===== config.mk =====
export PLATFORM = sky130hd
export DESIGN_NAME = pipe_ctrl
export DESIGN_NICKNAME = d
export VERILOG_FILES = /design/src/rtl/pipe_ctrl_pkg.sv /design/src/rtl/pipe_ctrl_hazard_detect.sv /design/src/rtl/pipe_ctrl.sv
export SDC_FILE = /design/constraint.sdc
export NUM_CORES = 1
export LEC_CHECK = 0
export ABC_AREA = 1
export ABC_CLOCK_PERIOD_IN_PS = 1500
export CORE_ASPECT_RATIO = 1.1
export CORE_UTILIZATION = 30
export CTS_BUF_LIST = sky130_fd_sc_hd__clkbuf_4
export DETAILED_ROUTE_END_ITERATION = 7
export PLACE_DENSITY_LB_ADDON = 0.25
export SLEW_MARGIN = 25
export SYNTH_ARGS = -nofsm -noshare
export SYNTH_HDL_FRONTEND = slang
export SYNTH_SLANG_ARGS = --single-unit

===== constraint.sdc =====
create_clock -name clk -period 1.5 [get_ports clk]
set_clock_uncertainty 0.1 [all_clocks]
set_input_delay 0.3 -clock clk [delete_from_list [all_inputs] [get_ports clk]]
set_output_delay 0.3 -clock clk [all_outputs]
set_load 0.005 [all_outputs]

===== src/rtl/pipe_ctrl_pkg.sv =====
// Shared definitions for the pipeline stall/flush controller: stage indices,
// FSM encoding and the per-hazard stall/flush masks.
package pipe_ctrl_pkg;

  localparam int STG_PC     = 0;
  localparam int STG_IF_ID  = 1;
  localparam int STG_ID_EX  = 2;
  localparam int STG_EX_MEM = 3;
  localparam int STG_WB     = 4;

  typedef enum logic [1:0] {
    RUN       = 2'd0,
    DIV_WAIT  = 2'd1,
    DMEM_WAIT = 2'd2
  } state_t;

  // A hazard freezes every stage up to and including s; the register just
  // downstream of the frozen region takes a bubble.
  function automatic logic [4:0] stall_thru(input int s);
    return 5'((1 << (s + 1)) - 1);
  endfunction

  function automatic logic [4:0] flush_at(input int s);
    return 5'(1 << s);
  endfunction

  localparam logic [4:0] STALL_EXCP = 5'b00000;
  localparam logic [4:0] FLUSH_EXCP = 5'b11110;
  localparam logic [4:0] STALL_DMEM = stall_thru(STG_EX_MEM);
  localparam logic [4:0] FLUSH_DMEM = flush_at(STG_WB);
  localparam logic [4:0] STALL_DIV  = stall_thru(STG_ID_EX);
  localparam logic [4:0] FLUSH_DIV  = flush_at(STG_EX_MEM);
  localparam logic [4:0] STALL_LUSE = stall_thru(STG_IF_ID);
  localparam logic [4:0] FLUSH_LUSE = flush_at(STG_ID_EX);
  localparam logic [4:0] STALL_IMEM = stall_thru(STG_PC);
  localparam logic [4:0] FLUSH_IMEM = flush_at(STG_IF_ID);

endpackage


===== src/rtl/pipe_ctrl_hazard_detect.sv =====
// Load-use comparator: the ID instruction reads a register that the load
// currently in EX has not yet fetched from memory.
module hazard_detect (
  input  logic [4:0] id_rs,
  input  logic [4:0] id_rt,
  input  logic       id_uses_rs,
  input  logic       id_uses_rt,
  input  logic       ex_mem_read,
  input  logic [4:0] ex_wd,
  output logic       luse
);

  // $zero is never a real dependency.
  assign luse = ex_mem_read && (ex_wd != 5'd0) &&
                ((id_uses_rs && (id_rs == ex_wd)) ||
                 (id_uses_rt && (id_rt == ex_wd)));

endmodule


===== src/rtl/pipe_ctrl.sv =====
// Central stall/flush controller for the 5-stage pipeline: resolves exceptions,
// data/instruction bus waits, divide occupancy and load-use hazards.
module pipe_ctrl
  import pipe_ctrl_pkg::*;
#(
  parameter int DIV_CYCLES = 32
) (
  input  logic        clk,
  input  logic        rst,
  input  logic [4:0]  id_rs,
  input  logic [4:0]  id_rt,
  input  logic        id_uses_rs,
  input  logic        id_uses_rt,
  input  logic        ex_mem_read,
  input  logic [4:0]  ex_wd,
  input  logic        ex_div_start,
  output logic        div_done,
  input  logic        if_req,
  input  logic        if_ack,
  input  logic        mem_req,
  input  logic        mem_ack,
  output logic        mem_abort,
  input  logic        mem_excp,
  input  logic [31:0] excp_target,
  output logic [4:0]  stall,
  output logic [4:0]  flush,
  output logic        pc_redirect,
  output logic [31:0] redirect_pc
);

  state_t     state, state_nx;
  logic [5:0] div_cnt, cnt_nx;
  logic       div_held, held_nx;
  logic       luse;
  logic       dwait;
  logic       div_due;

  hazard_detect u_hazard_detect (
    .id_rs       (id_rs),
    .id_rt       (id_rt),
    .id_uses_rs  (id_uses_rs),
    .id_uses_rt  (id_uses_rt),
    .ex_mem_read (ex_mem_read),
    .ex_wd       (ex_wd),
    .luse        (luse)
  );

  assign dwait   = mem_req && !mem_ack;
  assign div_due = div_held || (div_cnt == 6'd1);

  always_comb begin
    // NOTE: every output and next-state value gets a default here so no path
    // through the priority chain leaves a latch behind.
    stall       = '0;
    flush       = '0;
    pc_redirect = 1'b0;
    redirect_pc = '0;
    div_done    = 1'b0;
    mem_abort   = 1'b0;
    state_nx    = state;
    cnt_nx      = (div_cnt != 6'd0) ? div_cnt - 6'd1 : div_cnt;
    held_nx     = div_held;

    if (rst) begin
      flush = FLUSH_EXCP;
    end else if (mem_excp) begin
      stall       = STALL_EXCP;
      flush       = FLUSH_EXCP;
      pc_redirect = 1'b1;
      redirect_pc = excp_target;
      mem_abort   = (state == DMEM_WAIT) || dwait;
      state_nx    = RUN;
      cnt_nx      = '0;
      held_nx     = 1'b0;
    end else if (state == DMEM_WAIT) begin
      if (dwait) begin
        stall   = STALL_DMEM;
        flush   = FLUSH_DMEM;
        held_nx = div_due;
      end else begin
        div_done = div_due;
        held_nx  = 1'b0;
        state_nx = (div_cnt > 6'd1) ? DIV_WAIT : RUN;
      end
    end else if (dwait) begin
      // The divide counter keeps running underneath the data-bus freeze.
      stall    = STALL_DMEM;
      flush    = FLUSH_DMEM;
      held_nx  = div_due;
      state_nx = DMEM_WAIT;
    end else if (state == DIV_WAIT) begin
      if (div_cnt <= 6'd1) begin
        div_done = 1'b1;
        state_nx = RUN;
      end else begin
        stall = STALL_DIV;
        flush = FLUSH_DIV;
      end
    end else if (ex_div_start) begin
      stall    = STALL_DIV;
      flush    = FLUSH_DIV;
      state_nx = DIV_WAIT;
      cnt_nx   = 6'(DIV_CYCLES - 1);
    end else if (luse) begin
      stall = STALL_LUSE;
      flush = FLUSH_LUSE;
    end else if (if_req && !if_ack) begin
      stall = STALL_IMEM;
      flush = FLUSH_IMEM;
    end
  end

  always_ff @(posedge clk) begin
    if (rst) begin
      state    <= RUN;
      div_cnt  <= '0;
      div_held <= 1'b0;
    end else begin
      state    <= state_nx;
      div_cnt  <= cnt_nx;
      div_held <= held_nx;
    end
  end

endmodule


==> results.md <==
- Diodes inserted: 0
- Antenna viol nets, final: 0
- Die area: 0.004373 mm²
- Top FF cell, synth: dfxtp_1
- Core Util, Final: 0.7030
- Initial DRT Pass Iterations: 4
- DR vias/cell: 4.567
- H-Tree Depth: 1
- Top-area cell type share of the netlist area: 0.2586
- DRT Wirelength: 5.088 mm
- Final instance area: 0.002786 mm²
- RSZ-0062 raised after global routing: yes
- CTS Root Cell: clkbuf_4
- Fin. max-slew vios: 0
- Most common cell in the netlist: nand2_1
- Critical path type: flip-flop to output port
- Total power draw: 1.453 mW
- Seq cells post-synth: 9
- Maximum root-to-sink buffer count: 2
- Initial DRC Count: 122
- WP data required: 1.10 ns
- I/O pin cnt: 103
- Gp weighted congestion: 0.8663
- Area contributors post-synth: nand2_1, nor2_1, dfxtp_1
- Layout net count: 451
- First-pass GRT wire length: 7.962 mm
- Post-synth ARST share: 0
- Clk_lat worst skew: 0.28 ns
- Hold Fails Final Rpt: 0
- FILL cells: 350
- Initial antenna violation count: 0
- Cell Pwr Density: 521.3 mW/mm²
- YS warnings: 0
- Sink Count: 9
- Worst VDD drop: 0.0002583 V
- Syn avg cell area: 5.205 µm²
- Post-DP HPWL: 3.411 mm
- Outcome: finished with violations
- Cts bufs inserted: 3
- Post-Synthesis Cells: 237
- Final period util: 1.352
- CP max FO: 3
- Final worst slack: -0.5275 ns
- Area leader, netlist: nand2_1
- Routed via count: 2,005
- Synth unique cells: 27
- Number of synthesized flops with an enable pin: 0
- Worst min path class: input pin to flip-flop
- Layout area overhead: 125.9%
- Detailed-route wire length per cell: 11.59 µm
- Worst-path clk slew: 0.07 ns
- Synth top cells by count: nand2_1, nor2_1, inv_1
- Tmin final: 2.028 ns
- CP Launch Type: flip-flop
- Congestion Overflow GR: 0
- Die Y: 69.26 µm
- Starting density of the core: 0.3112
- CP arrival: 1.63 ns
- Register area: 185.2 µm²
- Share of layout cells above drive strength 1: 0.4212
- Vias in the first global route: 1,909
- Seq/Total Area, Yosys: 0.1460
- Area post-placement: 0.002504 mm²
- Largest net degree at the start of global routing: 12
- # port buffers: 100
- Row count: 24
- Fmax: 493.2 MHz
- Setup crit end kind: output port
- TritonCTS clock tree: done
- Setup violators final: 14
- Global Route Usage Sum: 0.2221
- Die width: 63.14 µm
- Hold slack: 0.3490 ns
- Lkg Pwr: 1.483 nW
- Failing checks: setup timing
- Max cap viols: 0
- # DRC: 0
- Cell Area, Synth: 0.001234 mm²
- Core Box Area: 0.003964 mm²
- Area of the multi-input gates: 0.001082 mm²
per-layer routing:
layer  global-route usage  share of wire  routed length (µm)  vias to the layer above
li1                     -              -                   -                     1002
met1               0.2448           0.39                1964                      900
met2               0.4182           0.53                2705                       86
met3              0.03289          0.054                 273                       17
met4              0.08269          0.028                 143                        0
met5                    0              0                   0                        -
kinds of logic after synthesis:
logic type               Yosys count  share of synthesized area
AND/OR/NAND/NOR                  163                     0.5619
buffers and inverters             44                     0.1531
AO/OA/AOI/OAI                     10                    0.04970
flip-flops                         9                     0.1460
XOR/XNOR                           5                    0.03550
adder cells (fa/ha/maj)            5                    0.05071
other                              1                   0.003040
critical path: stages, from the launching register on:
cell     delay, ns
dfxtp_2       0.35
inv_2         0.05
ha_4          0.16
nor2_4        0.17
nand2_2       0.09
nor2_4        0.14
buf_6         0.12
nor2_4        0.03
nand2_2       0.07
nand2_1       0.05
buf_2         0.12
power by group:
group / internal (mW) / leakage, nW / switching [mW]
Sequential: 0.262 / 0.0753 / 0.0201
Combinational: 0.514 / 1.39 / 0.430
Clock: 0.122 / 0.0184 / 0.105
cells in the final DEF, fill, tap and decap left out, types with 5 or more instances in the layout:
cell type,synthesis,routed
inv_1,30,24
nand3_1,9,6
buf_4,2,38
inv_2,3,9
buf_2,5,29
dfxtp_1,9,5
clkbuf_2,0,14
nor2_2,3,8
nor2_4,4,9
clkdlybuf4s50_1,0,40
nor2_1,54,44
nand2_1,85,77
dlygate4sd2_1,0,14
buf_6,0,15
nand2_2,1,6
timing repair:
| item | CTS | global route |
|---|---|---|
| resized for setup | 210 | 44 |
| setup endpoints to repair | 45 | 34 |
| pin swaps | 24 | 21 |
| buffers inserted | 17 | 9 |
| hold buffers | 0 | 0 |
| cloned | 2 | 0 |
final cells by class:
cell class | count | area share
Multi-Input combinational cell | 185 | 0.3884
Clock buffer | 4 | 0.01078
Tap cell | 52 | 0.02335
Timing Repair Buffer | 156 | 0.4665
Inverter | 33 | 0.04445
Sequential cell | 9 | 0.06646
per-stage QoR:
stage / instances / setup WS (ns) / TNS (ns)
after floorplan: 238 / 0.006717 / 0
after global placement: 411 / -0.8763 / -29.66
after detailed placement: 411 / -0.9009 / -30.42
after CTS: 433 / -0.4739 / -3.149
after global routing: 439 / -0.5882 / -5.107
final: 439 / -0.5275 / -3.841
sequential cells by signal, summed over array words and instances, names as in the netlist:
| register | count |
|---|---|
| div_held | 1 |
| div_cnt | 6 |
| state | 2 |
path summary, 6_finish.rpt:
| kind | startpoint | endpoint | slack (ns) | cells after the start |
|---|---|---|---|---|
| worst max-delay path | state[0]$_SDFFE_PP0P_ | stall[0] | -0.53 | 10 |
| worst min-delay path | rst | div_held$_SDFFE_PP0N_ | 0.35 | 5 |
| worst max register to register | state[0]$_SDFFE_PP0P_ | state[0]$_SDFFE_PP0P_ | -0.08 | 11 |
| worst min register to register | state[1]$_SDFFE_PP0P_ | state[1]$_SDFFE_PP0P_ | 0.40 | 2 |
Note: power is estimated with default switching activity, not from simulation.
